[config.mk]
export PLATFORM = sky130hd
export DESIGN_NAME = demod_decim_filter_flat
export DESIGN_NICKNAME = d
export VERILOG_FILES = /design/src/rtl/demod_decim_filter_if.sv /design/src/rtl/demod_decim_filter.sv /design/src/flat_wrapper.sv
export SDC_FILE = /design/constraint.sdc
export NUM_CORES = 1
export LEC_CHECK = 0
export ABC_AREA = 0
export BUFFER_PORTS_ARGS = -buffer_cell sky130_fd_sc_hd__buf_2
export CORE_ASPECT_RATIO = 1.4
export CORE_MARGIN = 1.5
export CORE_UTILIZATION = 45
export DETAILED_ROUTE_END_ITERATION = 10
export GPL_TIMING_DRIVEN = 0
export PLACE_DENSITY_LB_ADDON = 0.3
export SYNTH_ARGS = -nofsm -noshare
export SYNTH_HDL_FRONTEND = slang
export SYNTH_SLANG_ARGS = --single-unit
[constraint.sdc]
create_clock -name clk -period 5.05 [get_ports clk]
set_input_delay 0.505 -clock clk [delete_from_list [all_inputs] [get_ports clk]]
set_output_delay 0.505 -clock clk [all_outputs]
set_load 0.02 [all_outputs]
[src/rtl/demod_decim_filter_if.sv]
// Sample-in / audio-out bundle between the conjugate multiplier, the
// boxcar decimator and the audio output path.
interface demod_decim_filter_if #(
  parameter int WIDTH = 16
) ();
  logic                    start_i;
  logic signed [WIDTH-1:0] demod_i;
  logic signed [WIDTH-1:0] audio_o;
  logic                    valid_o;

  modport master (output start_i, output demod_i, input  audio_o, input  valid_o);
  modport slave  (input  start_i, input  demod_i, output audio_o, output valid_o);
endinterface

[src/rtl/demod_decim_filter.sv]
// Post-demodulation 2^LOG2_LEN-tap boxcar low-pass with decimation by DECIM.
// One sample per clock; the output is registered on the accepting edge.
module demod_decim_filter #(
  parameter int WIDTH    = 16,
  parameter int LOG2_LEN = 3,
  parameter int DECIM    = 8
) (
  input  logic                 clk,
  input  logic                 rst,
  demod_decim_filter_if.slave  bus
);
  localparam int N  = 1 << LOG2_LEN;
  localparam int SW = WIDTH + LOG2_LEN;
  localparam int FW = LOG2_LEN + 1;
  localparam int DW = (DECIM > 1) ? $clog2(DECIM) : 1;

  logic [WIDTH-1:0]        mem_q [N];
  logic [LOG2_LEN-1:0]     wr_ptr_q, wr_ptr_d;
  logic [FW-1:0]           fill_q, fill_d;
  logic                    primed_q, primed_d;
  logic [DW-1:0]           decim_q, decim_d;
  logic signed [SW-1:0]    sum_q, sum_d;
  logic signed [WIDTH-1:0] audio_q, audio_d;
  logic                    valid_q, valid_d;
  logic [WIDTH-1:0]        oldest;
  logic                    accept, fire;

  assign accept      = bus.start_i;
  assign bus.audio_o = audio_q;
  assign bus.valid_o = valid_q;

  always_comb begin
    // Until the window is full the slot being overwritten holds stale data.
    oldest   = primed_q ? mem_q[wr_ptr_q] : '0;
    wr_ptr_d = wr_ptr_q;
    fill_d   = fill_q;
    primed_d = primed_q;
    decim_d  = decim_q;
    sum_d    = sum_q;
    audio_d  = audio_q;
    valid_d  = 1'b0;
    fire     = 1'b0;
    if (accept) begin
      sum_d    = sum_q + {{LOG2_LEN{bus.demod_i[WIDTH-1]}}, bus.demod_i}
                       - {{LOG2_LEN{oldest[WIDTH-1]}}, oldest};
      wr_ptr_d = wr_ptr_q + 1'b1;
      if (!primed_q) begin
        fill_d = fill_q + 1'b1;
        if (fill_q == FW'(N - 1)) begin
          primed_d = 1'b1;
          decim_d  = '0;
          fire     = 1'b1;
        end
      end else if (decim_q == DW'(DECIM - 1)) begin
        decim_d = '0;
        fire    = 1'b1;
      end else begin
        decim_d = decim_q + 1'b1;
      end
      if (fire) begin
        // Dropping the low bits of the two's-complement sum is a floor divide.
        audio_d = sum_d[SW-1:LOG2_LEN];
        valid_d = 1'b1;
      end
    end
  end

  always_ff @(posedge clk) begin
    if (rst) begin
      wr_ptr_q <= '0;
      fill_q   <= '0;
      primed_q <= 1'b0;
      decim_q  <= '0;
      sum_q    <= '0;
      audio_q  <= '0;
      valid_q  <= 1'b0;
    end else begin
      wr_ptr_q <= wr_ptr_d;
      fill_q   <= fill_d;
      primed_q <= primed_d;
      decim_q  <= decim_d;
      sum_q    <= sum_d;
      audio_q  <= audio_d;
      valid_q  <= valid_d;
    end
  end

  // Delay line has no reset so it can map onto RAM.
  always_ff @(posedge clk) begin
    if (accept && !rst) mem_q[wr_ptr_q] <= bus.demod_i;
  end
endmodule
[src/flat_wrapper.sv]
// flat-port wrapper written by rule: the top's interface ports become plain ports
module demod_decim_filter_flat 
#(
  parameter int WIDTH    = 16,
  parameter int LOG2_LEN = 3,
  parameter int DECIM    = 8
)
  (clk, rst, bus_start_i, bus_demod_i, bus_audio_o, bus_valid_o);
  demod_decim_filter_if #(.WIDTH(WIDTH)) bus_i ();
  input  logic clk;
  input  logic rst;
  input wire logic [$bits(bus_i.start_i)-1:0] bus_start_i;
  input wire logic [$bits(bus_i.demod_i)-1:0] bus_demod_i;
  output wire logic [$bits(bus_i.audio_o)-1:0] bus_audio_o;
  output wire logic [$bits(bus_i.valid_o)-1:0] bus_valid_o;
  assign bus_i.start_i = bus_start_i;
  assign bus_i.demod_i = bus_demod_i;
  assign bus_audio_o = bus_i.audio_o;
  assign bus_valid_o = bus_i.valid_o;
  demod_decim_filter #(.WIDTH(WIDTH), .LOG2_LEN(LOG2_LEN), .DECIM(DECIM)) u_core (.clk(clk), .rst(rst), .bus(bus_i));
endmodule
## Word-level counts from Yosys, hierarchy flattened

Memory sizes are Yosys's and may differ from the RTL's. A register that Yosys moved wholly into a read port is not among the register bits.
Index checks and enable logic that the tools add are counted.

| word-level totals | value |
|---|---|
| register bits | 47 |
| RAM bits | 128 |
| bits of input ports | 19 |
| output and inout bits | 17 |
| logic and storage cells | 38 |
| memories | 1 |

Memories:

| memory | words | width | rd ports | clocked after Yosys merged registers in | write ports | RTL line | source |
|---|---|---|---|---|---|---|---|
| u_core.mem_q | 8 | 16 | 1 | 1 | 1 | demod_decim_filter.sv:17 | `logic [WIDTH-1:0] mem_q [N];` |

| operators by class | value |
|---|---|
| $add $sub $neg | 5 |
| equality and inequality tests | 2 |
| muxes and demuxes | 14 |
| bitwise logic cells | 2 |
| reductions and logical operators | 7 |

Operators by type and width:

| operator | number |
|---|---|
| adder 19 bit | 1 |
| subtractor 19 bit | 1 |
| 2-to-1 mux 16 bit | 1 |
| 2-to-1 mux 3 bit | 5 |
| 2-to-1 mux 1 bit | 8 |
| adder 3 x 1 -> 3 bit (second input constant) | 2 |
| AND reduction 2 bit | 3 |
| adder 4 x 1 -> 4 bit (second input constant) | 1 |
| == test 4 x 3 -> 1 bit (second input constant) | 1 |
| == test 3 bit (second input constant) | 1 |
| inverter 1 bit | 2 |
| nonzero test 2 bit | 1 |
| OR reduction 2 bit | 1 |
| logical AND 1 bit | 1 |
| zero test 1 bit | 1 |

## Logic depth before layout (Yosys ltp)

Gate-level depths: netlist of run 1.

| depth | value |
|---|---|
| word-level depth | 5 |
| depth in mapped cells | 15 |

## Worst setup path after synthesis of run 1

OpenSTA, ideal clock, no wires.

| timing | value |
|---|---|
| path type | register to register |
| from | register with a tool-made name |
| to | register u_core.sum_q[15] |
| setup time | 0.132 ns |
| data arrival time | 3.731 ns |
| setup slack | 1.187 ns |
| stages on the path, launching flop included | 16 |
| path buffers | 3 |
| period minus slack after synthesis | 3.863 ns |
| cells stage by stage | dfxtp_1 > clkbuf_1 > buf_2 > mux4_2 > mux2i_1 > nor2b_1 > fa_1 > inv_1 > ha_1 > buf_6 > a21o_1 > a31o_1 > a41o_1 > or4_4 > nand3_1 > a21oi_1 |

RTL lines:

| item | RTL line | source |
|---|---|---|
| end signal, assigned | demod_decim_filter.sv:82 | `sum_q <= sum_d;` |
| end, declared | demod_decim_filter.sv:22 | `logic signed [SW-1:0] sum_q, sum_d;` |

==> metrics.txt, run 1 <==
status=completed; Pins Over Slew Limit=0; Core Util, Final=a little over half; clk root buf=clkbuf_16; highest clock rate=0.224 GHz; worst-margin pin slew=around 0.90 ns; Synth-to-Final Area Change=14.2%; nets=755; DR WL met2=roughly 10 mm; Crit Path Category=reg2reg; global-route wire length before repair=~30 mm; WP data required=approximately 5.4 ns; period utilisation layout=between 80% and 90%; clock sinks=roughly 180; DIE WIDTH=about 120 um; compound-cell area share of the yosys netlist=between 6 and 7%; total negative slack=0 ns; Simple-Gate Fraction of Synth Area=under 10%; #FFs+latches synth=roughly 180; CP Max Fanout=10; CP startpoint kind=flip-flop; critical path arrival=4.85 ns; PortBufs=35; total CTS buffers=17; post-route cell area=0.00966 sq mm; FF-to-FF path depth=14; routed wl met3=between 700 and 800 um; worst hold path cell count=1; top-level I/O count=36; r2r setup slk=about 0.58 ns; Starting Density=45.6%; endpoints failing hold=0; post-CTS resize count=0; uppermost layer routed=met4; gr usage total=20.8%; chip height=165 um; vias in the first global route=about 5500; clock buffer depth=2; Internal=between 2 and 3 mW; CP Capture Type=flip-flop; Hold Path Class=in2reg; relative max-transition margin=about two fifths; Finished Layout Cells=about 950; Post-synth EDFFs=128; CTS hold repair buffers=0; routed len/inst=approximately 20 um; die area=about 0.020 sq mm; minimum clock period=~4.5 ns; Comb power frac=roughly a third; hpwl dp=14.1 mm; met1 wire length=about 7.9 mm; Iter 0 DRT Violations=~430; Cells after Synth=about 630; Inst Count DP=between 900 and 1000; drt pass-1 iters=5; clk_lat worst skew=between 0.4 and 0.5 ns; Max Cap Viol=0; layout cell share with drive strength beyond 1=between 20 and 25%; Placed Area=just over 0.009 sq mm; largest net degree at the start of global routing=19; fillers=approximately 1600; hold path startpoint=bus_demod_i[3]; initial antenna violation count=0; post-CTS setup buffers=0; Setup Skew=about 0.011 ns; clock transition at the registers of the reported paths=roughly 0.07 ns; Total Wirelength=around 19 mm; Detail Route Antenna Nets=0; RSZ-0062 raised after global routing=no; Core ar.=between 0.015 and 0.02 sq mm; FP Rows=between 50 and 60; Antenna diodes=0; Top FF cell, synth=edfxtp_1; net load switching power=between 1 and 1.5 mW; mux contribution to synthesized area=between 10% and 20%; Yosys Warn Count=0; Mapped Area=0.00846 sq mm; Tot Pwr=between 4 and 5 mW; Hold WS=between 0.3 and 0.4 ns; H-tree depth=4; drt drc=0; Max VDD drop=0.000263 V; vias=5238; PD cells=between 400 and 500 mW/mm^2; final setup violation count=0; vias per inst=5.51; Placement Setup Slack=0.531 ns; Avg Cell Area, Syn=13.4 sq um; Placer Congestion=around 0.9; Post-Syn Nets=692; static leakage=about 3.6 nW; Seq/Total Area, Yosys=about 57%; setup ws final=~0.58 ns; Synth Area in XOR/XNOR=1.86%; Synth cell types=around 60; Clk pwr share=29.4%; Hold EP=u_core.mem_q[0][3]$_DFFE_PP_; main combinational cell family by area after synthesis=multiplexers; fraction of the mapped netlist area in adder cells=between 7 and 8%; CTS tree=yes; R2R Path End=u_core.bus.audio_o[15]$_SDFFE_PP0P_; net switching fraction of the power=about a third; sequential power share=between 30% and 40%; total grt overflow=0; ys async rst share=0%
==> layer usage <==
metal	global-route usage, %	vias to the layer above
met5	0	-
met4	7.39	0
met3	3.67	25
met2	38.8	141
met1	24.0	2624
li1	-	2448
==> power groups by stage <==
| stage | logic (mW) | clock network, mW | registers (mW) |
|---|---|---|---|
| finish | 1.38 | 1.27 | 1.68 |
| global route | 1.52 | 1.35 | 1.68 |
| CTS | 1.37 | 1.30 | 1.67 |
| detailed placement | 1.36 | 0 | 1.71 |
| global placement | 1.32 | 0 | 1.70 |
| floorplan | 0.996 | 0 | 1.70 |
==> placed cells by master (no fill, tap or decap), types with 7 or more instances in the layout <==
| cell | Yosys | layout |
|---|---|---|
| a21o_1 | 13 | 13 |
| a21oi_1 | 21 | 21 |
| buf_2 | 13 | 48 |
| buf_8 | 0 | 7 |
| clkbuf_1 | 18 | 19 |
| clkbuf_16 | 0 | 17 |
| dfxtp_1 | 50 | 50 |
| edfxtp_1 | 128 | 128 |
| fa_1 | 18 | 18 |
| ha_1 | 24 | 24 |
| inv_1 | 67 | 67 |
| mux2i_1 | 27 | 27 |
| mux4_2 | 32 | 32 |
| nand2_1 | 26 | 26 |
| nand2b_1 | 9 | 9 |
| nand3_1 | 18 | 18 |
| nand4_1 | 9 | 9 |
| nor2_1 | 32 | 26 |
| nor2b_1 | 15 | 15 |
| o21ai_0 | 9 | 9 |
| xnor2_1 | 10 | 10 |
| xor2_1 | 8 | 8 |
==> worst max path at each step <==
stage                     cells past startpoint        start                                  end  slack, ns
after floorplan                              15    flip-flop        u_core.sum_q[15]$_SDFFE_PP0P_       1.19
after global placement                        5  bus_start_i         u_core.mem_q[4][3]$_DFFE_PP_       0.50
after detailed placement                     14    flip-flop  u_core.bus.audio_o[15]$_SDFFE_PP0P_       0.53
after CTS                                    14    flip-flop  u_core.bus.audio_o[15]$_SDFFE_PP0P_       0.51
after global routing                         15    flip-flop  u_core.bus.audio_o[10]$_SDFFE_PP0P_       0.31
final                                        14    flip-flop  u_core.bus.audio_o[15]$_SDFFE_PP0P_       0.58
==> critical path, stage by stage (launching register included) <==
cell and delay [ns]:
dfxtp_1 0.31, clkbuf_1 0.21, buf_2 0.44, mux4_2 0.56
mux2i_1 0.17, nor2b_1 0.08, fa_1 0.48, inv_1 0.07
fa_1 0.47, a21o_1 0.20, a31o_2 0.26, o21ai_0 0.36
a21oi_1 0.21, or4_1 0.51, nand3_1 0.07
==> synthesized netlist by cell type (all sizes together), types with 3 or more instances <==
| library cell | count | area [sq um] |
|---|---|---|
| a32oi | 4 | 35.0 |
| and3 | 5 | 32.5 |
| nor3 | 6 | 30.0 |
| nor4b | 4 | 35.0 |
| o21ai | 11 | 58.8 |
| a21oi | 21 | 105 |
| and4 | 3 | 27.5 |
| nand3 | 18 | 90.1 |
| nand2 | 26 | 97.6 |
| a31o | 3 | 26.3 |
| edfxtp | 128 | 3840 |
| o22ai | 4 | 25.0 |
| xor2 | 8 | 70.1 |
| mux2 | 4 | 45.0 |
| buf | 17 | 87.6 |
| clkbuf | 18 | 67.6 |
| a31oi | 6 | 43.8 |
| a211oi | 3 | 22.5 |
| ha | 24 | 300 |
| nor2 | 32 | 120 |
| fa | 18 | 360 |
| nand4 | 9 | 56.3 |
| nor2b | 15 | 93.8 |
| mux4 | 32 | 721 |
| o311ai | 5 | 43.8 |
| nand2b | 9 | 56.3 |
| inv | 68 | 255 |
| dfxtp | 50 | 1000 |
| xnor2 | 10 | 87.6 |
| mux2i | 27 | 270 |
| and2 | 3 | 18.8 |
| or4 | 4 | 33.8 |
| a21o | 13 | 97.6 |
==> kinds of logic after synthesis <==
logic type	after synthesis
DFF	178
and+or+nand+nor	145
buffers and inverters	103
AOI/OAI and AO/OA	82
muxes	63
adders and majority gates	42
xor gates and xnor gates	18
==> registers in the layout, indices dropped and copies added (netlist names), named ones only <==
register            flops
u_core.fill_q           4
u_core.wr_ptr_q         3
u_core.primed_q         1
u_core.decim_q          3
u_core.bus.valid_o      1
u_core.sum_q           19
u_core.mem_q          128
u_core.bus.audio_o     16
==> cell type report <==
cell class / count / area [sq um] / share of cell area [%]
inverters: 68 / 255 / 2.64
flip-flops and latches: 178 / 4840 / 50.1
repair buffers: 44 / 303 / 3.13
clock inverters: 14 / 141 / 1.46
plain buffers: 35 / 155 / 1.61
well taps: 244 / 305 / 3.16
multi-input cells: 350 / 3230 / 33.4
clock buffers: 18 / 429 / 4.44
No activity file was read; power rests on OpenSTA's default activity.
==> run 2: changes to the inputs <==
--- a/config.mk
+++ b/config.mk
@@ -12,6 +12,7 @@
 export CORE_UTILIZATION = 45
 export DETAILED_ROUTE_END_ITERATION = 10
 export GPL_TIMING_DRIVEN = 0
+export MAX_ROUTING_LAYER = met4
 export PLACE_DENSITY_LB_ADDON = 0.3
 export SYNTH_ARGS = -nofsm -noshare
 export SYNTH_HDL_FRONTEND = slang
==> run 2 against run 1 <==
Net effect: die area did not move; sequential share of layout area shrank 0.24 points; clock power up 10%; maximum frequency decreased by 1.1%; register-to-register slack got worse by 0.05 ns; cell count grew 0.11%; highest routed layer unchanged; combinational power hardly changed; cell area up 0.48%; first-iteration DRC count up 23%; total power grew 2.9%; count of clock-buffer cells in the layout down 1; sequential cell count did not move.
==> metrics.txt, run 2 (same netlist as run 1, synthesis figures left out) <==
routed len/inst=20.6 um (+0.69%); PortBufs=35 (unchanged); Max Cap Viol=0 (unchanged); relative max-transition margin=37.1% (-3.2 points); CTS hold repair buffers=0 (unchanged); global-route wire length before repair=30.9 mm (+2.7%); gr usage total=21.8% (+1.0 points); clk_lat worst skew=0.43 ns (about the same); Hold Path Class=in2reg; hpwl dp=14.2 mm (+0.46%); largest stage delay on the critical path=0.57 ns (about the same); drt pass-1 iters=5 (unchanged); initial antenna violation count=0 (unchanged); DR WL met2=10.2 mm (-2.4%); setup ws final=0.531 ns (-0.0481 ns); Max VDD drop=0.000267 V (+1.7%); PD cells=459 mW/mm^2 (+2.4%); met1 wire length=8.06 mm (+2.0%); endpoints failing hold=0 (unchanged); Detail Route Antenna Nets=0 (unchanged); FP Rows=59 (unchanged); Tot Pwr=4.45 mW (+2.9%); vias in the first global route=5524 (+0.55%); clock sinks=178 (unchanged); clock buffer depth=2 (unchanged); clk root buf=clkbuf_16; chip height=165 um (unchanged); total grt overflow=0 (unchanged); layout cell share with drive strength beyond 1=20.1% (unchanged); drt drc=0 (unchanged); static leakage=3.64 nW (+0.74%); most frequent cells in the layout=128 x edfxtp_1, 67 x inv_1, 50 x dfxtp_1, 48 x buf_2, 32 x mux4_2; nets=755 (unchanged); Synth-to-Final Area Change=14.8%; status=completed; slowest cell on the critical path=mux4_2; post-CTS setup buffers=0 (unchanged); Total Wirelength=19.6 mm (+0.80%); period utilisation layout=89.5% (+0.95 points); total negative slack=0 ns (unchanged); critical path arrival=4.89 ns (+0.04 ns); die area=0.0196 sq mm (unchanged); H-tree depth=4 (unchanged); Pins Over Slew Limit=0 (unchanged); final setup violation count=0 (unchanged); total CTS buffers=17 (unchanged); minimum clock period=4.52 ns (+0.0481 ns); CP startpoint kind=flip-flop; vias per inst=5.52 (+0.18%); CTS tree=yes; Core ar.=0.0185 sq mm (unchanged); Starting Density=45.6% (unchanged); Crit Path Category=reg2reg; RSZ-0062 raised after global routing=no; most used cell, CP=fa_1; Placer Congestion=0.907 (+0.38%); most common cell after layout, fill and taps aside=edfxtp_1; CP Capture Type=flip-flop; Critical Path, Cell by Cell=clkbuf_1 > buf_2 > mux4_2 > mux2i_1 > nor2b_1 > fa_1 > inv_1 > fa_1 > a21o_1 > a31o_2 > o21ai_0 > a21oi_1 > or4_1 > nand3_1; Placement Setup Slack=0.538 ns (+0.00737 ns); uppermost layer routed=met4; top-level I/O count=36 (unchanged); post-CTS resize count=0 (unchanged); clock transition at the registers of the reported paths=0.07 ns (about the same); DIE WIDTH=119 um (unchanged); Iter 0 DRT Violations=528 (+23%); worst-margin pin slew=0.944 ns (+0.0478 ns); routed wl met3=669 um (-4.8%); Setup Skew=0.00850 ns (-0.00266 ns); max FFs per register=128 (unchanged); Placed Area=0.00908 sq mm (-0.12%); highest clock rate=0.221 GHz (-1.1%); Largest Register=u_core.mem_q; largest net degree at the start of global routing=18 (-1); vias=5253 (+0.29%); WP data required=5.42 ns (about the same); post-route cell area=0.00971 sq mm (+0.48%); CP Max Fanout=10 (unchanged)
run 2: critical path, delay by kind of cell, from the launching register on:
kind | cells | cell delay (ns)
buffers and inverters | 3 | 0.75
AND/OR/NAND/NOR | 3 | 0.68
AO/OA/AOI/OAI | 4 | 1.03
multiplexers | 2 | 0.74
flip-flops | 1 | 0.31
adder cells (fa/ha/maj) | 2 | 0.96
run 2: power breakdown:
part | total, mW | internal [mW] | switching (mW)
Clock | 1.40 | 0.797 | 0.606
Sequential | 1.67 | 1.64 | 0.0363
Combinational | 1.38 | 0.533 | 0.842
Total | 4.45 | 2.97 | 1.48
run 2: final cells by class:
class | instances | area, sq um
Tap cell | 244 | 305
Clock buffer | 17 | 425
Timing Repair Buffer | 44 | 292
Multi-Input combinational cell | 350 | 3230
Fill cell | 1545 | 8820
Antenna cell | 1 | 2.50
Buffer | 35 | 155
Inverter | 68 | 255
Sequential cell | 178 | 4840
Clock inverter | 15 | 200
run 2: per-stage QoR:
step | utilization, % | hold WS, ns | std cells
6_report | 52.4 | 0.357 | 952
5_1_grt | 52.4 | 0.361 | 951
4_1_cts | 52.4 | 0.353 | 951
3_5_place_dp | 49.0 | 0.445 | 919
3_3_place_gp | 48.2 | 0.446 | 910
2_1_floorplan | - | 0.446 | 631
run 2: path summary, 6_finish.rpt:
kind / start / end / slack [ns] / depth (start not counted)
max: flip-flop / u_core.bus.audio_o[15]$_SDFFE_PP0P_ / 0.53 / 14
min: bus_demod_i[5] / u_core.mem_q[6][5]$_DFFE_PP_ / 0.36 / 1
max reg2reg: flip-flop / u_core.bus.audio_o[15]$_SDFFE_PP0P_ / 0.53 / 14
min reg2reg: u_core.bus.audio_o[5]$_SDFFE_PP0P_ / u_core.bus.audio_o[5]$_SDFFE_PP0P_ / 0.45 / 2
run 2: per-layer routing:
layer	vias up	GRT usage, %
met5	-	-
met4	0	9.53
met3	39	3.64
met2	148	37.6
met1	2617	25.3
li1	2449	-
==> run 3: changes to the inputs <==
--- a/config.mk
+++ b/config.mk
@@ -13,7 +13,7 @@
 export DETAILED_ROUTE_END_ITERATION = 10
 export GPL_TIMING_DRIVEN = 0
 export MAX_ROUTING_LAYER = met4
-export PLACE_DENSITY_LB_ADDON = 0.3
+export PLACE_DENSITY = 0.57
 export SYNTH_ARGS = -nofsm -noshare
 export SYNTH_HDL_FRONTEND = slang
 export SYNTH_SLANG_ARGS = --single-unit
==> run 3 against run 2 <==
Net effect: sequential share of layout area rose by 0.064 points; via count about the same; non-clock buffer count is 1 higher; maximum frequency rose by 0.83%; total power decreased by 3.1%; highest routed layer unchanged; register-to-register slack improved by 0.04 ns; global-route usage shrank 0.39 points; critical path depth unchanged; critical endpoint is now u_core.sum_q[18]$_SDFFE_PP0P_; utilization fell by 0.068 points; cell count did not move; sequential cell count did not move.
==> metrics.txt, run 3 (same netlist as run 1, synthesis figures left out) <==
status=completed; Iter 0 DRT Violations=310 (-41%); Core ar.=0.0185 sq mm (unchanged); clock buffer depth=2 (unchanged); CTS tree=yes; relative max-transition margin=41.0% (+3.9 points); global-route wire length before repair=29.8 mm (-3.6%); nets=756 (+0.13%); endpoints failing hold=0 (unchanged); DIE WIDTH=119 um (unchanged); post-CTS resize count=0 (unchanged); clock transition at the registers of the reported paths=0.07 ns (about the same); PD cells=445 mW/mm^2 (-3.0%); final setup violation count=0 (unchanged); Starting Density=45.6% (unchanged); total grt overflow=0 (unchanged); clock sinks=178 (unchanged); WP data required=5.42 ns (about the same); Hold WS=0.359 ns (+0.00198 ns); area of the multi-input gates=0.00323 sq mm (unchanged); minimum clock period=4.48 ns (-0.0370 ns); Comb power frac=31.9% (+1.0 points); net load switching power=1.46 mW (-1.9%); highest clock rate=0.223 GHz (+0.83%); Critical Path, Cell by Cell=clkbuf_1 > clkbuf_1 > mux2i_1 > nor2b_1 > fa_1 > inv_1 > ha_1 > buf_2 > nand4_1 > nor4b_1 > o21ai_0 > a21oi_1 > nand3b_1 > o2111a_1; Internal=2.86 mW (-3.7%); Placement Setup Slack=0.563 ns (+0.0244 ns); most frequent cells in the layout=128 x edfxtp_1, 67 x inv_1, 50 x dfxtp_1, 48 x buf_2, 32 x mux4_2; Hold Path Class=in2reg; H-tree depth=4 (unchanged); CP Capture Type=flip-flop; CP Max Fanout=10 (unchanged); Max VDD drop=0.000199 V (-26%); initial antenna violation count=0 (unchanged); chip height=165 um (unchanged); Antenna diodes=0 (-1); period utilisation layout=88.7% (-0.73 points); top-level I/O count=36 (unchanged); fillers=1581 (+2.3%); Register Area=0.00484 sq mm (unchanged); Pins Over Slew Limit=0 (unchanged); Setup Skew=0.0126 ns (+0.00408 ns); most used cell, CP=clkbuf_1; layout cell share with drive strength beyond 1=19.8% (-0.31 points); sequential power share=38.8% (+1.2 points); die area=0.0196 sq mm (unchanged); Crit Path Category=reg2reg; largest net degree at the start of global routing=17 (-1); Total Wirelength=19.6 mm (-0.15%); r2r setup slk=0.57 ns (+0.04 ns); net switching fraction of the power=33.7% (+0.40 points); Tot Pwr=4.32 mW (-3.1%); Inst Count DP=920 (+0.11%); routed len/inst=20.6 um (-0.15%); static leakage=3.62 nW (-0.55%); vias per inst=5.51 (about the same); slowest cell on the critical path=clkbuf_1; gr usage total=21.4% (-0.39 points); Placer Congestion=0.914 (+0.68%); Largest Register=u_core.mem_q; vias in the first global route=5495 (-0.52%); PortBufs=35 (unchanged); Synth-to-Final Area Change=14.6%; Detail Route Antenna Nets=0 (unchanged); largest stage delay on the critical path=0.72 ns (+0.15 ns); max FFs per register=128 (unchanged); setup ws final=0.568 ns (+0.0370 ns); clk_lat worst skew=0.43 ns (about the same); CP startpoint kind=flip-flop; total CTS buffers=17 (unchanged); clk root buf=clkbuf_16; worst-margin pin slew=0.885 ns (-0.0590 ns); most common cell after layout, fill and taps aside=edfxtp_1; RSZ-0062 raised after global routing=no; Worst path top cell family by delay=buffers and inverters; FP Rows=59 (unchanged); total negative slack=0 ns (unchanged); vias=5249 (-0.076%); CP Buf/Inv Count=4 (+1); CTS hold repair buffers=0 (unchanged); Finished Layout Cells=952 (unchanged); critical path arrival=4.85 ns (-0.04 ns); drt pass-1 iters=4 (-1); drt drc=0 (unchanged); post-CTS setup buffers=0 (unchanged); hpwl dp=14.3 mm (+0.91%); Clk pwr share=29.3% (-2.2 points); Max Cap Viol=0 (unchanged)
[run 3: worst paths after layout]
check | from | endpoint | cells past startpoint
min | bus_demod_i[5] | u_core.mem_q[7][5]$_DFFE_PP_ | 1
min reg2reg | u_core.bus.audio_o[12]$_SDFFE_PP0P_ | u_core.bus.audio_o[12]$_SDFFE_PP0P_ | 2
max reg2reg | flip-flop | u_core.sum_q[18]$_SDFFE_PP0P_ | 14
max | flip-flop | u_core.sum_q[18]$_SDFFE_PP0P_ | 14
[run 3: area by class of cell]
| type | count | area share, % |
|---|---|---|
| well taps | 244 | 3.15 |
| flip-flops and latches | 178 | 50.0 |
| clock buffers | 18 | 4.43 |
| multi-input cells | 350 | 33.3 |
| plain buffers | 35 | 1.60 |
| repair buffers | 45 | 3.59 |
| inverters | 68 | 2.63 |
| clock inverters | 14 | 1.34 |
[run 3: power groups by stage]
| stage | logic, mW | clock network [mW] | registers (mW) |
|---|---|---|---|
| global placement | 1.32 | 0 | 1.70 |
| finish | 1.38 | 1.26 | 1.67 |
| global route | 1.52 | 1.35 | 1.68 |
| detailed placement | 1.36 | 0 | 1.71 |
| floorplan | 0.996 | 0 | 1.70 |
| CTS | 1.37 | 1.30 | 1.67 |
[run 3: stage by stage]
stage | cell area (sq um) | util, %
finish | 9690 | 52.3
global route | 9690 | 52.3
CTS | 9690 | 52.3
detailed placement | 9140 | 49.3
global placement | 8940 | 48.2
floorplan | 8460 | -
[run 3: layer usage]
layer / global-route usage (%) / vias to the layer above / share of wire, %
li1: - / 2454 / -
met1: 22.8 / 2613 / 40
met2: 37.9 / 133 / 53
met3: 4.22 / 49 / 3.4
met4: 11.3 / 0 / 3.8
met5: - / - / 0
[run 3: worst register-to-register path, cell delays in order, from the launching register on]
cell      delay [ns]
dfxtp_1         0.31
clkbuf_1        0.42
clkbuf_1        0.72
mux2i_1         0.33
nor2b_1         0.10
fa_1            0.49
inv_1           0.04
ha_1            0.32
buf_2           0.23
nand4_1         0.17
nor4b_1         0.32
o21ai_0         0.22
a21oi_1         0.38
nand3b_1        0.19
o2111a_1        0.18
